`src/rtl/alu_share_arbiter.sv`:
```
// Round-robin arbiter sharing one 32-bit combinational ALU between two requesters,
// with a one-entry response register returned over a per-requester valid/ready handshake.
module alu_share_arbiter (
    input  logic        clk,
    input  logic        rst,
    input  logic        req_valid_0,
    input  logic        req_valid_1,
    output logic        req_ready_0,
    output logic        req_ready_1,
    input  logic [31:0] req_a_0,
    input  logic [31:0] req_a_1,
    input  logic [31:0] req_b_0,
    input  logic [31:0] req_b_1,
    input  logic [2:0]  req_ctrl_0,
    input  logic [2:0]  req_ctrl_1,
    output logic        rsp_valid_0,
    output logic        rsp_valid_1,
    input  logic        rsp_ready_0,
    input  logic        rsp_ready_1,
    output logic [31:0] rsp_result,
    output logic [31:0] SrcA,
    output logic [31:0] SrcB,
    output logic [2:0]  ALUControl,
    input  logic [31:0] ALUResult,
    output logic        busy
);

    logic        last;
    logic        rvalid;
    logic        rowner;
    logic [31:0] rdata;

    logic owner_ready;
    logic can_issue;
    logic grant_0;
    logic grant_1;
    logic accept;

    // The response register may be drained and refilled in the same cycle.
    assign owner_ready = rowner ? rsp_ready_1 : rsp_ready_0;
    assign can_issue   = !rvalid || owner_ready;

    // On contention the requester that was not granted last wins.
    assign grant_0 = req_valid_0 && (!req_valid_1 || last);
    assign grant_1 = req_valid_1 && (!req_valid_0 || !last);

    assign req_ready_0 = can_issue && grant_0;
    assign req_ready_1 = can_issue && grant_1;
    assign accept      = req_ready_0 || req_ready_1;

    always_comb begin
        SrcA       = 32'd0;
        SrcB       = 32'd0;
        ALUControl = 3'd0;
        if (grant_0) begin
            SrcA       = req_a_0;
            SrcB       = req_b_0;
            ALUControl = req_ctrl_0;
        end else if (grant_1) begin
            SrcA       = req_a_1;
            SrcB       = req_b_1;
            ALUControl = req_ctrl_1;
        end
    end

    always_ff @(posedge clk or posedge rst) begin
        if (rst) begin
            last   <= 1'b1;
            rvalid <= 1'b0;
            rowner <= 1'b0;
            rdata  <= 32'd0;
        end else if (accept) begin
            rdata  <= ALUResult;
            rowner <= grant_1;
            rvalid <= 1'b1;
            last   <= grant_1;
        end else if (rvalid && owner_ready) begin
            rvalid <= 1'b0;
        end
    end

    assign rsp_valid_0 = rvalid && !rowner;
    assign rsp_valid_1 = rvalid && rowner;
    assign rsp_result  = rdata;
    assign busy        = rvalid;

endmodule

```
`config.mk`:
```
export PLATFORM = sky130hd
export DESIGN_NAME = alu_share_arbiter
export DESIGN_NICKNAME = d
export VERILOG_FILES = /design/src/rtl/alu_share_arbiter.sv
export SDC_FILE = /design/constraint.sdc
export NUM_CORES = 1
export LEC_CHECK = 0
export ABC_AREA = 1
export BUFFER_PORTS_ARGS = -buffer_cell sky130_fd_sc_hd__buf_2
export CAP_MARGIN = 30
export CELL_PAD_IN_SITES_DETAIL_PLACEMENT = 0
export CELL_PAD_IN_SITES_GLOBAL_PLACEMENT = 1
export CORE_AREA = 2 2 106 108
export CTS_CLUSTER_DIAMETER = 80
export CTS_CLUSTER_SIZE = 24
export DETAILED_ROUTE_END_ITERATION = 8
export DIE_AREA = 0 0 108 110
export PLACE_DENSITY_LB_ADDON = 0.1
export SKIP_CTS_REPAIR_TIMING = 1
export SYNTH_ARGS = -nofsm -noshare
export SYNTH_HDL_FRONTEND = slang
export SYNTH_SLANG_ARGS = --single-unit
```
`constraint.sdc`:
```
create_clock -name clk -period 2.98 [get_ports clk]
set_clock_uncertainty 0.15 [all_clocks]
set_input_delay 0.447 -clock clk [delete_from_list [all_inputs] [get_ports clk]]
set_output_delay 0.447 -clock clk [all_outputs]
set_load 0.02 [all_outputs]
```
==> impl_metrics.csv, run 1 <==
group,metric,value,unit
logic_synthesis,ys_seq_area_frac,0.418,
worst_setup_path,crit_fanout,46,
final_layout,nFillCells,1215,
timing,fmax,390,MHz
clock_tree,cts_root_buf,"clkbuf_8",
timing,min_period_over_period,0.860,
floorplan,dieArea,11900,sq um
pwr,leakagePower,2.26,nW
timing,slew_violations,0,
routing,drc_errors,0,
worst_setup_path,endpoint_kind,"primary output",
clock_tree,clock_sinks,35,
logic_synthesis,synth_warnings,0,
placed_design,place.gp.congestion,0.895,
routing,vias,2902,
logic_synthesis,synth_area_per_cell,8.67,sq um
floorplan,ioPinCount,276,
clock_tree,cts_tree,"built",
timing,worst_slew_pin_slew,613,ps
logic_synthesis,yosysUniqueCellTypes,16,
clock_tree,clk_pin_slew,80,ps
logic_synthesis,synth_cells,242,
min_path,hold_class,"primary input to async pin",
timing,rsz0062_at_grt,"false",
flow_run,drv_cap,0,
timing,hold_slack,105,ps
clock_tree,numCtsBuffers,5,
clock_tree,clockBufferDepth,2,
placed_design,dpl-instance-area,3590,sq um
placed_design,dp_hpwl,9.10,mm
global_route,antenna_found_initial,2,
clock_tree,cts-htree-levels,2,
global_route,gr-usage-all-layers,0.178,
floorplan,dieWidth,108,um
timing,setup-tns-final,0,ps
final_layout,regArea,877,sq um
routing,dr.pass1.iters,4,
timing,finalSetupViolCount,0,
global_route,grt_pass1_wl,16.0,mm
final_layout,multi_input_area,1080,sq um
worst_setup_path,critPathKind,"register to primary output",
timing,max_slew_margin,0.590,
clock_tree,clock_latency,280,ps
routing,postRouteAntennaNets,0,
placed_design,io_buffers,275,
routing,routed_wl,11.4,mm
floorplan,initial_core_util,0.196,
pwr,p_per_area,836,nW/um^2
logic_synthesis,synth-seq-cells,35,
logic_synthesis,synthesis.area,2100,sq um
floorplan,fp-row-count,38,
global_route,grt_pass1_vias,2773,
timing,fin_crit,2560,ps
final_layout,fin_area,3690,sq um
worst_setup_path,start_kind,"register",
final_layout,drive_above_1_share,0.581,
placed_design,pre_cts_ws,468,ps
worst_setup_path,required,2380,ps
run_status,outcome,"finished clean",
final_layout,area_growth,75.7,%
routing,drt_iter0_markers,158,
routing,vias_per_cell,4.47,
worst_setup_path,cp.arrival,1970,ps
floorplan,die_h,110,um
logic_synthesis,syn-num-nets,414,
routing,wl_per_cell,17.5,um
logic_synthesis,yosys-top-cells-area,"dfrtp_1 (41%), a22o_1 (28%), nand2_1 (12%)",
floorplan,core,10700,sq um
pwr,ir_drop,0.449,mV
logic_synthesis,yosysTopAreaCell,"dfrtp_1",
global_route,grt_max_degree,53,
final_layout,final_util,0.345,
logic_synthesis,synth_top_area_share,0.405,
final_layout,layout.nets,679,
timing,final_hold_viol_count,0,
timing,worst_slack,417,ps
global_route,grt-ovfl-total,0,
-- layer usage --
| metal | share of wire | GRT usage | vias up |
|---|---|---|---|
| met5 | 0.0011 | 0 | - |
| met4 | 0.016 | 0.0504 | 2 |
| met3 | 0.10 | 0.0459 | 14 |
| met2 | 0.50 | 0.324 | 137 |
| met1 | 0.38 | 0.208 | 1347 |
| li1 | - | - | 1402 |
-- cells in the mapped netlist, drive strengths merged --
| cell | instances |
|---|---|
| a21boi | 1 |
| a21oi | 1 |
| a22o | 67 |
| buf | 20 |
| clkbuf | 3 |
| dfrtp | 34 |
| dfstp | 1 |
| inv | 8 |
| nand2 | 70 |
| nand3 | 34 |
| nor2 | 1 |
| o21ai | 2 |
-- worst max-delay path, cell delays in order (launching register included) --
cell and delay [ps]:
dfstp_2 570, inv_2 60, a21boi_4 150, buf_4 440, a22o_1 250, buf_2 210
-- final cells by class --
type                    count  share of cell area
well taps                 140              0.0475
clock inverters             1             0.00136
diodes                      1            0.000679
multi-input cells         176               0.292
clock buffers               7              0.0234
flip-flops and latches     35               0.238
inverters                   8             0.00815
repair buffers            281               0.389
-- power by group --
part,internal (mW),switching [mW]
combinational,0.654,1.21
sequential,0.716,0.135
clock,0.187,0.175
total,1.56,1.52
-- state kept, by name, indices dropped and copies added, names as in the netlist --
| name | cells |
|---|---|
| rsp_result | 32 |
| busy | 1 |
| last | 1 |
| rowner | 1 |
-- logic make-up after synthesis --
kind of cell / synth area share
AO/OA/AOI/OAI: 0.294
AND/OR/NAND/NOR: 0.212
buffers and inverters: 0.0763
flip-flops: 0.418
-- placed cells by master, fill, tap and decap left out --
| master | synthesis | layout |
|---|---|---|
| clkbuf_1 | 3 | 1 |
| diode_2 | 0 | 1 |
| nor2_1 | 1 | 1 |
| buf_2 | 8 | 275 |
| o21ai_0 | 2 | 2 |
| buf_12 | 0 | 1 |
| inv_2 | 1 | 1 |
| a22o_1 | 67 | 67 |
| nand3_1 | 34 | 34 |
| dfrtp_1 | 34 | 34 |
| a21boi_4 | 0 | 1 |
| nand2_2 | 3 | 3 |
| inv_1 | 7 | 7 |
| buf_4 | 9 | 5 |
| clkbuf_8 | 0 | 6 |
| clkinv_2 | 0 | 1 |
| dfstp_2 | 1 | 1 |
| a21oi_4 | 0 | 1 |
| nand2_1 | 67 | 67 |
-- stage by stage --
| step | power, mW | cells |
|---|---|---|
| after floorplan | 2.06 | 242 |
| after detailed placement | 2.75 | 640 |
| after CTS | 3.13 | 648 |
| after global routing | 3.32 | 649 |
| final | 3.08 | 649 |
| after global placement | 2.75 | 640 |
-- path summary, 6_finish.rpt --
kind	from	end	slack (ps)	depth (start not counted)
max	last$_DFFE_PP1P_	ALUControl[2]	420	5
min	rst	rsp_result[30]$_DFFE_PP0P_	100	3
max reg2reg	last$_DFFE_PP1P_	rsp_result[19]$_DFFE_PP0P_	740	5
min reg2reg	rsp_result[17]$_DFFE_PP0P_	rsp_result[17]$_DFFE_PP0P_	360	2
max in group asynchronous	rst	last$_DFFE_PP1P_	2220	3
min in group clk	ALUResult[4]	rsp_result[4]$_DFFE_PP0P_	200	3
No activity file was read; power rests on OpenSTA's default activity.
==> run 2: changes to the inputs <==
CORE_AREA = not set   (was 2 2 106 108)
CORE_MARGIN = 2   (was not set)
CORE_UTILIZATION = 19   (was not set)
DIE_AREA = not set   (was 0 0 108 110)
clock period = 2.8 ns   (was 2.98 ns; I/O delays follow)
==> run 2 against run 1 <==
  * Non-clock buffer count is 1 higher
  * Flip-flop and latch count stayed put
  * Wire length is 12% lower
  * Design area is 0.17% higher
  * Hold slack worse by 27 ps
==> impl_metrics.csv, run 2 (synthesized netlist as in run 1, its figures left out) <==
group,metric,value,unit
run_status,outcome,"finished clean",
worst_setup_path,start_kind,"register",
timing,fin_crit,2340,ps
floorplan,fp-row-count,38,
timing,finalSetupViolCount,0,
timing,slew_violations,0,
final_layout,area_growth,76.0,%
worst_setup_path,endpoint_kind,"primary output",
clock_tree,cts-htree-levels,2,
flow_run,drv_cap,0,
routing,dr_wl_met2,5.05,mm
routing,wl_per_cell,15.4,um
placed_design,place.gp.congestion,0.771,
floorplan,die_h,109,um
floorplan,dieWidth,109,um
clock_tree,clock_sinks,35,
floorplan,initial_core_util,0.194,
clock_tree,clk_pin_slew,70,ps
placed_design,dpl-instance-area,3600,sq um
clock_tree,clock_latency,270,ps
clock_tree,numCtsBuffers,5,
clock_tree,clockBufferDepth,2,
final_layout,fin_area,3690,sq um
final_layout,layout_commonest_cell,"buf_2",
worst_setup_path,reg2reg_to,"rsp_result[31]$_DFFE_PP0P_",
timing,fmax,427,MHz
routing,vias,2849,
pwr,leakagePower,2.26,nW
global_route,antenna_found_initial,2,
placed_design,dp_hpwl,7.91,mm
min_path,hold_class,"primary input to async pin",
worst_setup_path,reg2reg_from,"last$_DFFE_PP1P_",
worst_setup_path,cp.arrival,1770,ps
timing,worst_slew_pin_slew,645,ps
worst_setup_path,rrSetupSlack,660,ps
timing,max_slew_margin,0.568,
final_layout,drive_above_1_share,0.582,
global_route,grt_pass1_vias,2572,
global_route,gr-usage-all-layers,0.149,
routing,postRouteAntennaNets,0,
worst_setup_path,rr_worst_depth,7,
timing,final_hold_viol_count,0,
worst_setup_path,required,2230,ps
global_route,grt_pass1_wl,13.7,mm
pwr,ir_drop,0.426,mV
routing,drc_errors,0,
global_route,grt-ovfl-total,0,
worst_setup_path,critPathKind,"register to primary output",
routing,routed_wl,10.0,mm
timing,rsz0062_at_grt,"false",
final_layout,largest_register_ffs,32,
routing,drt_iter0_markers,159,
final_layout,layout.nets,680,
global_route,grt_max_degree,49,
floorplan,ioPinCount,276,
floorplan,core,10800,sq um
clock_tree,cts_root_buf,"clkbuf_8",
placed_design,io_buffers,275,
final_layout,final_cell_mix,"buf_2 (275), nand2_1 (67), a22o_1 (67), nand3_1 (34), dfrtp_1 (34)",
routing,highest_layer,"met4",
routing,vias_per_cell,4.37,
routing,met3WireLength,894,um
timing,setup-tns-final,0,ps
worst_setup_path,crit_fanout,48,
timing,min_period_over_period,0.837,
routing,dr.pass1.iters,4,
pwr,p_per_area,876,nW/um^2
routing,drt-met1-wl,4.01,mm
floorplan,dieArea,11900,sq um
clock_tree,cts_tree,"built",
==> run 2: cell types whose count changed in the layout (fill, tap and decap cells not counted) <==
cell	change
diode_2	+2
buf_4	+1
clkbuf_8	-1
clkinvlp_4	+1
==> run 2: layout make-up <==
| class | instances | area [sq um] |
|---|---|---|
| fillers | 1172 | 7100 |
| repair buffers | 282 | 1440 |
| multi-input cells | 176 | 1080 |
| flip-flops and latches | 35 | 877 |
| well taps | 140 | 175 |
| clock buffers | 6 | 72.6 |
| inverters | 8 | 30.0 |
| clock inverters | 2 | 12.5 |
| diodes | 3 | 7.51 |
==> run 2: routing by layer <==
layer,up-vias,GRT usage
met5,-,0
met4,0,0.0403
met3,4,0.0329
met2,140,0.260
met1,1300,0.186
li1,1405,-
==> run 2: report_power, final <==
part / switching (mW) / leakage, nW / total, mW / internal [mW]
clock network: 0.183 / 0.0412 / 0.356 / 0.174
registers: 0.137 / 0.424 / 0.898 / 0.761
logic: 1.28 / 1.80 / 1.98 / 0.699
total: 1.60 / 2.26 / 3.23 / 1.63
==> run 2: metrics by stage <==
step	utilization	std cells	setup WS [ps]	power (mW)	hold slack, ps
after global placement	0.334	641	620	2.91	339
after floorplan	-	242	867	2.19	340
after detailed placement	0.334	641	614	2.91	339
final	0.342	652	456	3.23	78.0
after global routing	0.342	651	329	3.49	116
after CTS	0.341	649	419	3.29	96.9
==> run 2: how the worst max path moves through the flow <==
| stage | endpoint | slack (ps) | from |
|---|---|---|---|
| after floorplan | SrcB[10] | 870 | last$_DFFE_PP1P_ |
| after global placement | rsp_result[31]$_DFFE_PP0P_ | 620 | last$_DFFE_PP1P_ |
| after detailed placement | SrcA[11] | 610 | req_valid_1 |
| after CTS | req_ready_0 | 420 | last$_DFFE_PP1P_ |
| after global routing | req_ready_0 | 330 | last$_DFFE_PP1P_ |
| final | req_ready_0 | 460 | last$_DFFE_PP1P_ |
==> run 2: critical path, cell delays in order, from the launching register on <==
cell and delay (ps):
dfstp_2 570, inv_2 60, a21boi_4 160, buf_12 250
nand2_2 170, inv_1 120, buf_2 180
